$ cat config.mk
export PLATFORM = sky130hd
export DESIGN_NAME = bram_sdp_be
export DESIGN_NICKNAME = d
export VERILOG_FILES = /design/src/rtl/bram_sdp_be.sv
export SDC_FILE = /design/constraint.sdc
export NUM_CORES = 1
export LEC_CHECK = 0
export CAP_MARGIN = 20
export CORE_MARGIN = 5
export CORE_UTILIZATION = 30
export DETAILED_ROUTE_END_ITERATION = 10
export REMOVE_ABC_BUFFERS = 1
export SETUP_SLACK_MARGIN = 0.3
export SKIP_CTS_REPAIR_TIMING = 1
export SLEW_MARGIN = 20
export SYNTH_ARGS = -nofsm -noshare
export SYNTH_HDL_FRONTEND = slang
export SYNTH_SLANG_ARGS = --single-unit
$ cat constraint.sdc
create_clock -name clk -period 3.35 [get_ports clk]
set_input_delay 0.5025 -clock clk [delete_from_list [all_inputs] [get_ports clk]]
set_output_delay 0.5025 -clock clk [all_outputs]
set_load 0.05 [all_outputs]
$ cat src/rtl/bram_sdp_be.sv
// Simple-dual-port block RAM with per-byte write enables, a 1- or 2-cycle
// read pipeline with a valid strobe, selectable read-during-write policy,
// and a clear sequencer that fills every word with CLR_VAL after reset or
// on request. Single clock, synchronous active-high reset.
module bram_sdp_be #(
    parameter int                  DATA_W   = 32,
    parameter int                  ADDR_W   = 3,
    parameter int                  BYTE_W   = 8,
    parameter int                  RD_LAT   = 1,
    parameter int                  RDW_MODE = 0,
    parameter logic [DATA_W-1:0]   CLR_VAL  = '0
) (
    input  logic                       clk,
    input  logic                       rst,
    input  logic                       clr_start,
    output logic                       busy,
    input  logic                       we,
    input  logic [ADDR_W-1:0]          wr_addr,
    input  logic [DATA_W-1:0]          wr_data,
    input  logic [DATA_W/BYTE_W-1:0]   wr_be,
    input  logic                       rd_en,
    input  logic [ADDR_W-1:0]          rd_addr,
    output logic [DATA_W-1:0]          rd_data,
    output logic                       rd_valid
);

    localparam int                NBE   = DATA_W / BYTE_W;
    localparam int                DEPTH = 2 ** ADDR_W;
    localparam logic [ADDR_W-1:0] LAST  = ADDR_W'(DEPTH - 1);

    typedef enum logic {
        IDLE  = 1'b0,
        CLEAR = 1'b1
    } state_t;

    state_t              state;
    logic [ADDR_W-1:0]   clr_cnt;
    logic [DATA_W-1:0]   mem [DEPTH];

    logic                wr_fire;
    logic                rd_fire;
    logic                clr_fire;
    logic [DATA_W-1:0]   rd_word_p0;

    // User accesses are only accepted in IDLE and never while rst is high;
    // a clear request in the same cycle takes priority over a write.
    assign wr_fire  = (state == IDLE) && !rst && we && !clr_start;
    assign rd_fire  = (state == IDLE) && !rst && rd_en;
    assign clr_fire = (state == CLEAR) && !rst;

    // Control FSM: clear sequencer walking clr_cnt across the whole array.
    always_ff @(posedge clk) begin
        if (rst) begin
            state   <= CLEAR;
            clr_cnt <= '0;
            busy    <= 1'b1;
        end else begin
            case (state)
                IDLE: begin
                    if (clr_start) begin
                        state   <= CLEAR;
                        clr_cnt <= '0;
                        busy    <= 1'b1;
                    end
                end
                CLEAR: begin
                    clr_cnt <= clr_cnt + 1'b1;
                    if (clr_cnt == LAST) begin
                        state <= IDLE;
                        busy  <= 1'b0;
                    end
                end
                default: begin
                    state <= IDLE;
                    busy  <= 1'b0;
                end
            endcase
        end
    end

    // Array write port: clear word has priority, otherwise byte-masked write.
    always_ff @(posedge clk) begin
        if (clr_fire) begin
            mem[clr_cnt] <= CLR_VAL;
        end else if (wr_fire) begin
            for (int i = 0; i < NBE; i++) begin
                if (wr_be[i]) begin
                    mem[wr_addr][i*BYTE_W +: BYTE_W] <= wr_data[i*BYTE_W +: BYTE_W];
                end
            end
        end
    end

    // Array read word; in write-first mode a same-address write is merged
    // lane by lane so the read sees the post-write contents.
    always_comb begin
        rd_word_p0 = mem[rd_addr];
        if ((RDW_MODE == 1) && wr_fire && (wr_addr == rd_addr)) begin
            for (int i = 0; i < NBE; i++) begin
                if (wr_be[i]) begin
                    rd_word_p0[i*BYTE_W +: BYTE_W] = wr_data[i*BYTE_W +: BYTE_W];
                end
            end
        end
    end

    generate
        if (RD_LAT == 2) begin : g_lat2
            logic [DATA_W-1:0] rd_word_p1;
            logic              vld_p1;

            // Stage 1: array register captures the word of an accepted read.
            always_ff @(posedge clk) begin
                if (rd_fire) begin
                    rd_word_p1 <= rd_word_p0;
                end
            end

            // Stage 1 valid; flushed by rst but not by a clear request.
            always_ff @(posedge clk) begin
                if (rst) begin
                    vld_p1 <= 1'b0;
                end else begin
                    vld_p1 <= rd_fire;
                end
            end

            // Stage 2: output register, holds its value between reads.
            always_ff @(posedge clk) begin
                if (rst) begin
                    rd_data  <= '0;
                    rd_valid <= 1'b0;
                end else begin
                    rd_valid <= vld_p1;
                    if (vld_p1) begin
                        rd_data <= rd_word_p1;
                    end
                end
            end
        end else begin : g_lat1
            // Single stage: output register loaded directly from the array.
            always_ff @(posedge clk) begin
                if (rst) begin
                    rd_data  <= '0;
                    rd_valid <= 1'b0;
                end else begin
                    rd_valid <= rd_fire;
                    if (rd_fire) begin
                        rd_data <= rd_word_p0;
                    end
                end
            end
        end
    endgenerate

endmodule
-- Yosys cells after proc, flatten, opt, wreduce, memory -nomap -nowiden
Memory sizes are Yosys's and may differ from the RTL's. A register that Yosys moved wholly into a read port is not among the register bits.
Cells that the tools add are included.
- equal/unequal tests: 3
- mux-type cells: 29
- reduce and logical (&&, ||, !) cells: 9
- add/subtract/negate cells: 1
- bitwise logic cells: 1
- operators with widths (kind ; count):
    32-bit two-way mux ; 1
    32-bit OR reduction ; 1
    1-bit two-way mux ; 22
    3-bit two-way mux ; 2
    3-bit case mux with 2 select lines ; 1
    1-bit logical AND ; 5
    4-bit two-way mux ; 1
    1-bit case mux with 2 select lines ; 2
    3-bit by 1-bit adder with 3-bit output, second input constant ; 1
    3-bit equality test, second input constant ; 1
    1-bit zero test ; 2
    2-bit by 1-bit inequality test with 1-bit output, second input constant ; 1
    2-bit inequality test, second input constant ; 1
    2-bit AND reduction ; 1
    1-bit NOT ; 1
- memory bits (writable): 256
- input bits: 47
- bits in registers: 6
- memories kept: 1
- word-level logic and storage cells: 48
- memories (name ; depth ; width ; read ports ; clocked after Yosys merged registers in ; wr ports ; RTL line ; RTL):
    mem ; 8 ; 32 ; 1 ; 1 ; 1 ; 38 ; logic [DATA_W-1:0] mem [DEPTH];

-- Logic depth before layout (Yosys ltp)
Gate-level depths: netlist of the first run.
- depth in word-level cells: 9
- mapped depth: 5
- depth with buffers taken out: 5

-- Worst setup path after synthesis of the first run
No wires, ideal clock.
- kind: input-to-reg
- start: input rst
- end: memory mem[3][0], enable pin
- data required time: 2.975 ns
- path slack: 0.818 ns
- arrival time: 2.157 ns
- buffers on the path: 1
- stages: 4
- cells stage by stage: or4b_1 > buf_2 > or4_4 > a21oi_1
- word-level cells in the longest chain between the ends: 9
- ends and longest elaborated chain (item ; RTL line ; RTL):
    start: declaration ; 14 ; input logic rst,
    1-bit zero test * ; 47, 49 ;
    1-bit logical AND (3 in series) ; 47 ; assign wr_fire = (state == IDLE) && !rst && we && !clr_start;
    1-bit two-way mux ; 85 ; end else if (wr_fire) begin
    1-bit two-way mux ; 83 ; if (clr_fire) begin
    1-bit two-way mux (implied by the code) ; 88 ; mem[wr_addr][i*BYTE_W +: BYTE_W] <= wr_data[i*BYTE_W +: BYTE_W];
    32-bit OR reduction (no source line) ; n/a ;
    3-bit two-way mux (no source line) or 4-bit two-way mux (tied branches) ; n/a ;
    end: declaration ; 38 ;
Every way passes the cells marked *; elsewhere a longest branch is shown, timed or not.

-- Final worst setup path of the first run
- start: register state
- end: memory mem[7][9], enable pin
- word-level cells in the longest chain between the ends: 9
- ends and longest elaborated chain (item ; RTL line ; RTL):
    start: declaration ; 36 ; state_t state;
    start signal: assignment ; 54 ; state <= CLEAR;
    start signal: assignment ; 61 ; state <= CLEAR;
    start signal: assignment ; 69 ; state <= IDLE;
    1-bit NOT ; n/a ;
    1-bit logical AND (3 in series) ; 47 ;
    1-bit two-way mux ; 85 ;
    1-bit two-way mux ; 83 ;
    1-bit two-way mux (implied by the code) ; 88 ;
    32-bit OR reduction (no source line) ; n/a ;
    3-bit two-way mux (no source line) or 4-bit two-way mux (tied branches) ; n/a ;
Parallel ways exist; a longest one is shown, timed or not.

==> results of run 1 <==
[stage by stage]
stage | util | hold WS, ns | power (mW)
2_1_floorplan | - | 0.575 | 4.29
3_3_place_gp | 0.346 | 0.476 | 4.51
3_5_place_dp | 0.346 | 0.478 | 4.52
4_1_cts | 0.371 | 0.489 | 7.82
5_1_grt | 0.371 | 0.504 | 8.02
6_report | 0.371 | 0.487 | 7.74
[placed cells by master (no fill, tap or decap), types with 5 or more instances in the layout]
master	instances
nor2_1	5
a22o_1	32
mux2_2	64
and3_1	33
o31ai_1	32
clkdlybuf4s50_1	78
clkbuf_1	7
a21oi_1	35
clkbuf_8	5
o22ai_1	32
edfxtp_1	256
buf_4	41
mux2i_1	64
dfxtp_1	38
o2111ai_1	6
nand3b_1	32
clkbuf_16	29
[sequential cells by signal, indices dropped and copies added (netlist names)]
name / cells
busy: 1
clr_cnt: 3
mem: 256
rd_data: 32
rd_valid: 1
state: 1
[area by class of cell]
type	instances	area, µm²
Sequential cell	294	8450
Multi-Input combinational cell	379	3110
Inverter	4	15.0
Clock buffer	41	821
Clock inverter	12	160
Fill cell	3670	24400
Timing Repair Buffer	124	1160
Tap cell	518	648
[critical path, delay by kind of cell (launching register included)]
kind            cells  cell delay, ns
simple gates        1            0.45
flops               1            0.62
compound gates      2            1.27
[cell usage after synthesis (4+ instances only)]
master / number / area [µm²]
edfxtp_1: 256 / 7690
mux2_2: 64 / 721
mux2i_1: 64 / 641
dfxtp_1: 38 / 761
clkbuf_1: 36 / 135
a21oi_1: 35 / 175
and3_1: 33 / 206
a22o_1: 32 / 280
nand3b_1: 32 / 240
o22ai_1: 32 / 200
o31ai_1: 32 / 240
buf_2: 8 / 40.0
nor2_1: 6 / 22.5
o2111ai_1: 6 / 52.6
buf_1: 5 / 18.8
and3b_1: 4 / 35.0
inv_1: 4 / 15.0
nand2_1: 4 / 15.0
nand2b_1: 4 / 25.0
nor2b_1: 4 / 25.0
nor3b_1: 4 / 30.0
o21bai_1: 4 / 30.0
[how the worst max path moves through the flow]
| stage | start | endpoint | slack [ns] |
|---|---|---|---|
| floorplan | clr_start | mem[1][0]$_DFFE_PP_ | -0.64 |
| global placement | clr_start | mem[0][11]$_DFFE_PP_ | 0.34 |
| detailed placement | we | mem[7][14]$_DFFE_PP_ | 0.30 |
| CTS | state$_SDFF_PP1_ | mem[7][14]$_DFFE_PP_ | 0.65 |
| global route | state$_SDFF_PP1_ | mem[7][8]$_DFFE_PP_ | 0.51 |
| finish | state$_SDFF_PP1_ | mem[7][9]$_DFFE_PP_ | 0.63 |
[cell families after synthesis]
| family | after synthesis | share of synthesized area |
|---|---|---|
| AOI/OAI and AO/OA | 145 | 0.0854 |
| adders and majority gates | 2 | 0.00213 |
| buffers and inverters | 53 | 0.0178 |
| DFF | 294 | 0.719 |
| muxes | 128 | 0.116 |
| and+or+nand+nor | 104 | 0.0603 |
[power by group through the flow]
stage          sequential (mW)  combinational, mW  clock [mW]
2_1_floorplan             4.09              0.195           0
3_3_place_gp              4.09              0.422           0
3_5_place_dp              4.09              0.425           0
4_1_cts                   4.02              0.426        3.38
5_1_grt                   4.02              0.452        3.55
6_report                  4.02              0.422        3.31
[per-layer routing]
layer  global-route usage  up-vias  part of all wire
met4               0.0315        6             0.018
met3               0.0328       36             0.060
li1                     -     3124                 -
met1                0.176     3358              0.46
met5                    0        -            0.0011
met2                0.200      159              0.47
==> impl_results.md, run 1 <==
- Initial antenna violation count: 3
- WL/cell: 20.7 µm
- Min-delay src: rd_data[28]$_SDFFE_PP0P_
- Switching Share: 0.201
- Tightest Hold Check Type: register to register
- Die Span Y: 208 µm
- Setup slack, reg-to-reg: 0.63 ns
- Post-Synthesis Cells: 726
- Period utilisation layout: 0.812
- Clock transition at path regs: 0.06 ns
- Register bit total from synthesis: 294
- Layout cells sized above 1: 0.187
- First-pass GRT wire length: 42.7 mm
- Final Net Count: 881
- Area post-placement: 13400 µm²
- RR Startpoint: state$_SDFF_PP1_
- Worst-Margin Slew: 1.02 ns
- Initial DRC count: 546
- Worst Skew: 0.0152 ns
- Pre-CTS WS: 0.298 ns
- Largest net degree at the start of global routing: 46
- Layout Cells excl Fill: 1372
- Hold Path End: rd_data[28]$_SDFFE_PP0P_
- Register area share after synthesis: 0.719
- R2r endpoint: mem[7][9]$_DFFE_PP_
- Die ar.: 43200 µm²
- Gr usage total: 0.127
- Vias per cell: 4.87
- Worst-skew pair later-pin latency: 0.54 ns
- Final setup fails: 0
- CTS tree: yes
- Via count: 6683
- Post-Route WL: 28.4 mm
- Die width: 208 µm
- Setup slack after layout: 0.629 ns
- Endpoint class of the critical path: register
- Number of remaining DRC errors: 0
- Sequential Power Share: 0.518
- Crit Path Max Fanout: 16
- Number of synthesized flops with an enable pin: 256
- Max-cap check violation count: 0
- Synth warn: 0
- Synth Flop Type: edfxtp_1
- CORE AREA: 38700 µm²
- Req. time, crit path: 3.51 ns
- Final-report max-slew violation count: 0
- First-pass DRT Iterations: 5
- Comb pwr share: 0.055
- Switch Pwr: 1.56 mW
- Routed Antenna Nets: 0
- Clock Path Buffers: 3
- RSZ-0062 raised after global routing: false
- Final min period: 2.72 ns
- Max Freq: 0.368 GHz
- Initial Util: 0.303
- Final hold violations: 0
- Unique cell type count in the Yosys netlist: 34
- R2r worst-path depth: 3
- Critical Path Slowest Stage Cell: a21oi_1
- Clk network pwr share: 0.427
- CP Cell Sequence: or4b_1 > o2111ai_1 > a21oi_1
- Leakage power total: 5.41 nW
- Setup tns final: 0 ns
- Critical path type: register to register
- Antenna diode count: 0
- CTS Buf Count: 29
- I/O Buffers: 80
- CTS H-tree lvls: 1
- Clk root buf: clkbuf_16
- Internal Power: 6.19 mW
- Pwr per Cell Area: 539 nW/µm²
- Routability Congestion: 0.776
- Placed Cells: 1319
- Syn Area/Cell: 16.2 µm²
- I/O pins: 81
- Vias in the first global route: 6785
- DP Wirelength: 18.7 mm
- Grt total ovfl: 0
- Design area: 14400 µm²
- Startpoint types: register
- Max_slew headroom: 0.323
- CP max stage delay: 0.91 ns
- Syn Std Cell Area: 11800 µm²
- Number of clock sinks: 294
- Maximum VDD drop: 0.000282 V
- FP Rows: 72
- Layout area overhead: 22.2%
- Status: finished, final reports clean
- WP data arrival: 2.88 ns
- Synth async-reset ratio: 0
- Hold Path Cell Cnt: 2
Power figures use the tool's default switching activity.
==> run 2: changes to the inputs <==
Clock period 3.35 ns to 2.6 ns, I/O delays scaled along.
==> run 2 against run 1 <==
Clock power up 34%. Register-to-register slack worse by 0.27 ns. Highest routed layer unchanged. Hold slack worse by 0.087 ns. Non-clock buffer count up 29. Critical path type unchanged.
==> impl_results.md, run 2 (same netlist as run 1, synthesis figures left out) <==
- Status: finished, final reports clean (unchanged)
- CP Cell Sequence: or4b_1 > buf_4 > or4_4 > a21oi_1 > buf_4 (was or4b_1 > o2111ai_1 > a21oi_1)
- WL/cell: 20.2 µm (was 20.7 µm)
- Met1 Usage GRT: 0.181 (was 0.176)
- Final Net Count: 912 (was 881)
- Req. time, crit path: 2.86 ns (was 3.51 ns)
- Vias per cell: 4.82 (was 4.87)
- Leakage power total: 5.59 nW (was 5.41 nW)
- Die width: 208 µm (unchanged)
- Initial DRC count: 554 (was 546)
- Storage cell area: 8450 µm² (unchanged)
- Initial antenna violation count: 2 (was 3)
- First-pass DRT Iterations: 5 (unchanged)
- Tightest Hold Check Type: input port to register (was register to register)
- Grt met3 use: 0.0264 (was 0.0328)
- Period utilisation layout: 0.860 (was 0.812)
- CP max stage delay: 0.58 ns (was 0.91 ns)
- CTS H-tree lvls: 1 (unchanged)
- R2r worst-path depth: 5 (was 3)
- Max Freq: 0.447 GHz (was 0.368 GHz)
- RR Startpoint: state$_SDFF_PP1_ (unchanged)
- Routability Congestion: 0.783 (was 0.776)
- Final min period: 2.24 ns (was 2.72 ns)
- Pre-CTS WS: -0.161 ns (was 0.298 ns)
- Final setup fails: 0 (unchanged)
- Via count: 6773 (was 6683)
- Worst Skew: 0.0118 ns (was 0.0152 ns)
- Critical Path Slowest Stage Cell: or4_4 (was a21oi_1)
- Area of the multi-input gates: 3130 µm² (was 3110 µm²)
- Layout cells sized above 1: 0.218 (was 0.187)
- Routed Antenna Nets: 0 (unchanged)
- Largest regs: mem (256), rd_data (32), clr_cnt (3) (unchanged)
- Min-delay src: rst (was rd_data[28]$_SDFFE_PP0P_)
- Number of clock sinks: 294 (unchanged)
- Critical path type: register to register (unchanged)
- CTS Buf Count: 31 (was 29)
- Largest net degree at the start of global routing: 37 (was 46)
- Setup slack after layout: 0.363 ns (was 0.629 ns)
- Initial Util: 0.303 (unchanged)
- Max reg flops: 256 (unchanged)
- Pwr per Cell Area: 694 nW/µm² (was 539 nW/µm²)
- Die Span Y: 208 µm (unchanged)
- Final-report max-slew violation count: 0 (unchanged)
- Max-cap check violation count: 0 (unchanged)
- I/O Buffers: 80 (unchanged)
- Antenna diode count: 0 (unchanged)
- CORE AREA: 38700 µm² (unchanged)
- FP Rows: 72 (unchanged)
- Endpoint class of the critical path: register (unchanged)
- Clock Path Buffers: 3 (unchanged)
- Die ar.: 43200 µm² (unchanged)
- First-pass GRT wire length: 43.5 mm (was 42.7 mm)
- WP data arrival: 2.49 ns (was 2.88 ns)
- Final Util: 0.380 (was 0.371)
- Post-Route WL: 28.4 mm (about the same)
- Crit Path Max Fanout: 10 (was 16)
- Crit-path most repeated cell: buf_4
- GRT Max-Usage Layer: met2 (unchanged)
- Startpoint types: register (unchanged)
- RSZ-0062 raised after global routing: false (unchanged)
- Clock transition at path regs: 0.06 ns (about the same)
- Biggest register: mem (unchanged)
- Vias in the first global route: 7022 (was 6785)
- R2r endpoint: mem[6][27]$_DFFE_PP_ (was mem[7][9]$_DFFE_PP_)
- Commonest non-fill, non-tap cell in the layout: edfxtp_1 (unchanged)
- DP Wirelength: 18.1 mm (was 18.7 mm)
- Clk root buf: clkbuf_16 (unchanged)
- Layout area overhead: 25.1% (was 22.2%)
- Maximum VDD drop: 0.000411 V (was 0.000282 V)
- Commonest non-fill, non-tap cells in the layout: 256 x edfxtp_1, 78 x clkdlybuf4s50_1, 64 x mux2_2, 64 x mux2i_1, 63 x buf_4 (was 256 x edfxtp_1, 78 x clkdlybuf4s50_1, 64 x mux2_2, 64 x mux2i_1, 41 x buf_4)
- FILL cells: 3617 (was 3670)
- Setup slack, reg-to-reg: 0.36 ns (was 0.63 ns)
- GR Util met2: 0.207 (was 0.200)
- Final hold violations: 0 (unchanged)
- Grt total ovfl: 0 (unchanged)
- Max_slew headroom: 0.513 (was 0.323)
- Number of remaining DRC errors: 0 (unchanged)
- Gr usage total: 0.128 (was 0.127)
- Hold Path Cell Cnt: 4 (was 2)
- Worst-skew pair later-pin latency: 0.56 ns (was 0.54 ns)
- Worst-Margin Slew: 0.729 ns (was 1.02 ns)
- I/O pins: 81 (unchanged)
- Top delay family on crit path: simple AND/OR/NAND/NOR gates (was compound AO/OA/AOI/OAI gates)
- CTS tree: yes (unchanged)
- Buf/Inv on CP: 2 (was 0)
- Hold Path End: rd_data[26]$_SDFFE_PP0P_ (was rd_data[28]$_SDFFE_PP0P_)
==> run 2: cell count changes in the layout (fill, tap and decap cells not counted) <==
cell,delta
a21oi_1,-5
a21oi_2,+5
buf_12,+3
buf_4,+22
buf_6,+4
bufinv_16,+1
clkbuf_1,-2
clkbuf_16,+2
clkbuf_8,-5
clkinv_1,+7
clkinv_2,+1
clkinv_4,-1
clkinv_8,+1
inv_6,+1
==> run 2: how the worst max path moves through the flow <==
stage,start,endpoint,depth (start not counted)
2_1_floorplan,state$_SDFF_PP1_,mem[1][0]$_DFFE_PP_,3
3_3_place_gp,we,mem[6][14]$_DFFE_PP_,6
3_5_place_dp,we,mem[6][5]$_DFFE_PP_,6
4_1_cts,state$_SDFF_PP1_,mem[6][2]$_DFFE_PP_,5
5_1_grt,state$_SDFF_PP1_,mem[6][2]$_DFFE_PP_,5
6_report,state$_SDFF_PP1_,mem[6][27]$_DFFE_PP_,5
==> run 2: final cells by class <==
cell class / count / area share
Inverter: 4 / 0.00102
Clock buffer: 36 / 0.0540
Tap cell: 518 / 0.0441
Sequential cell: 294 / 0.574
Timing Repair Buffer: 153 / 0.0976
Clock inverter: 22 / 0.0162
Multi-Input combinational cell: 379 / 0.213
==> run 2: per-layer routing <==
layer  wire length, µm  part of all wire
met5                28           0.00099
met4               390             0.014
met3              1640             0.058
met2             13500              0.47
met1             12900              0.45
==> run 2: per-stage QoR <==
stage                     hold WS, ns  std cells  cell area, µm²  setup TNS [ns]  power (mW)
after floorplan                 0.462        677           11600         -408.65        5.52
after global placement          0.478       1348           13600           -7.75        5.85
after detailed placement        0.478       1348           13600           -8.98        5.86
after CTS                       0.396       1406           14700               0        10.3
after global routing            0.414       1406           14700               0        10.5
final                           0.400       1406           14700               0        10.2
==> run 2: power breakdown <==
part | internal [mW] | total (mW) | switching (mW)
logic | 0.270 | 0.581 | 0.311
clock network | 2.67 | 4.45 | 1.78
registers | 5.15 | 5.17 | 0.0214
==> run 2: worst min-delay path: stages <==
cell      delay, ns
buf_2          0.11
buf_4          0.21
nand3b_1       0.13
o31ai_1        0.06
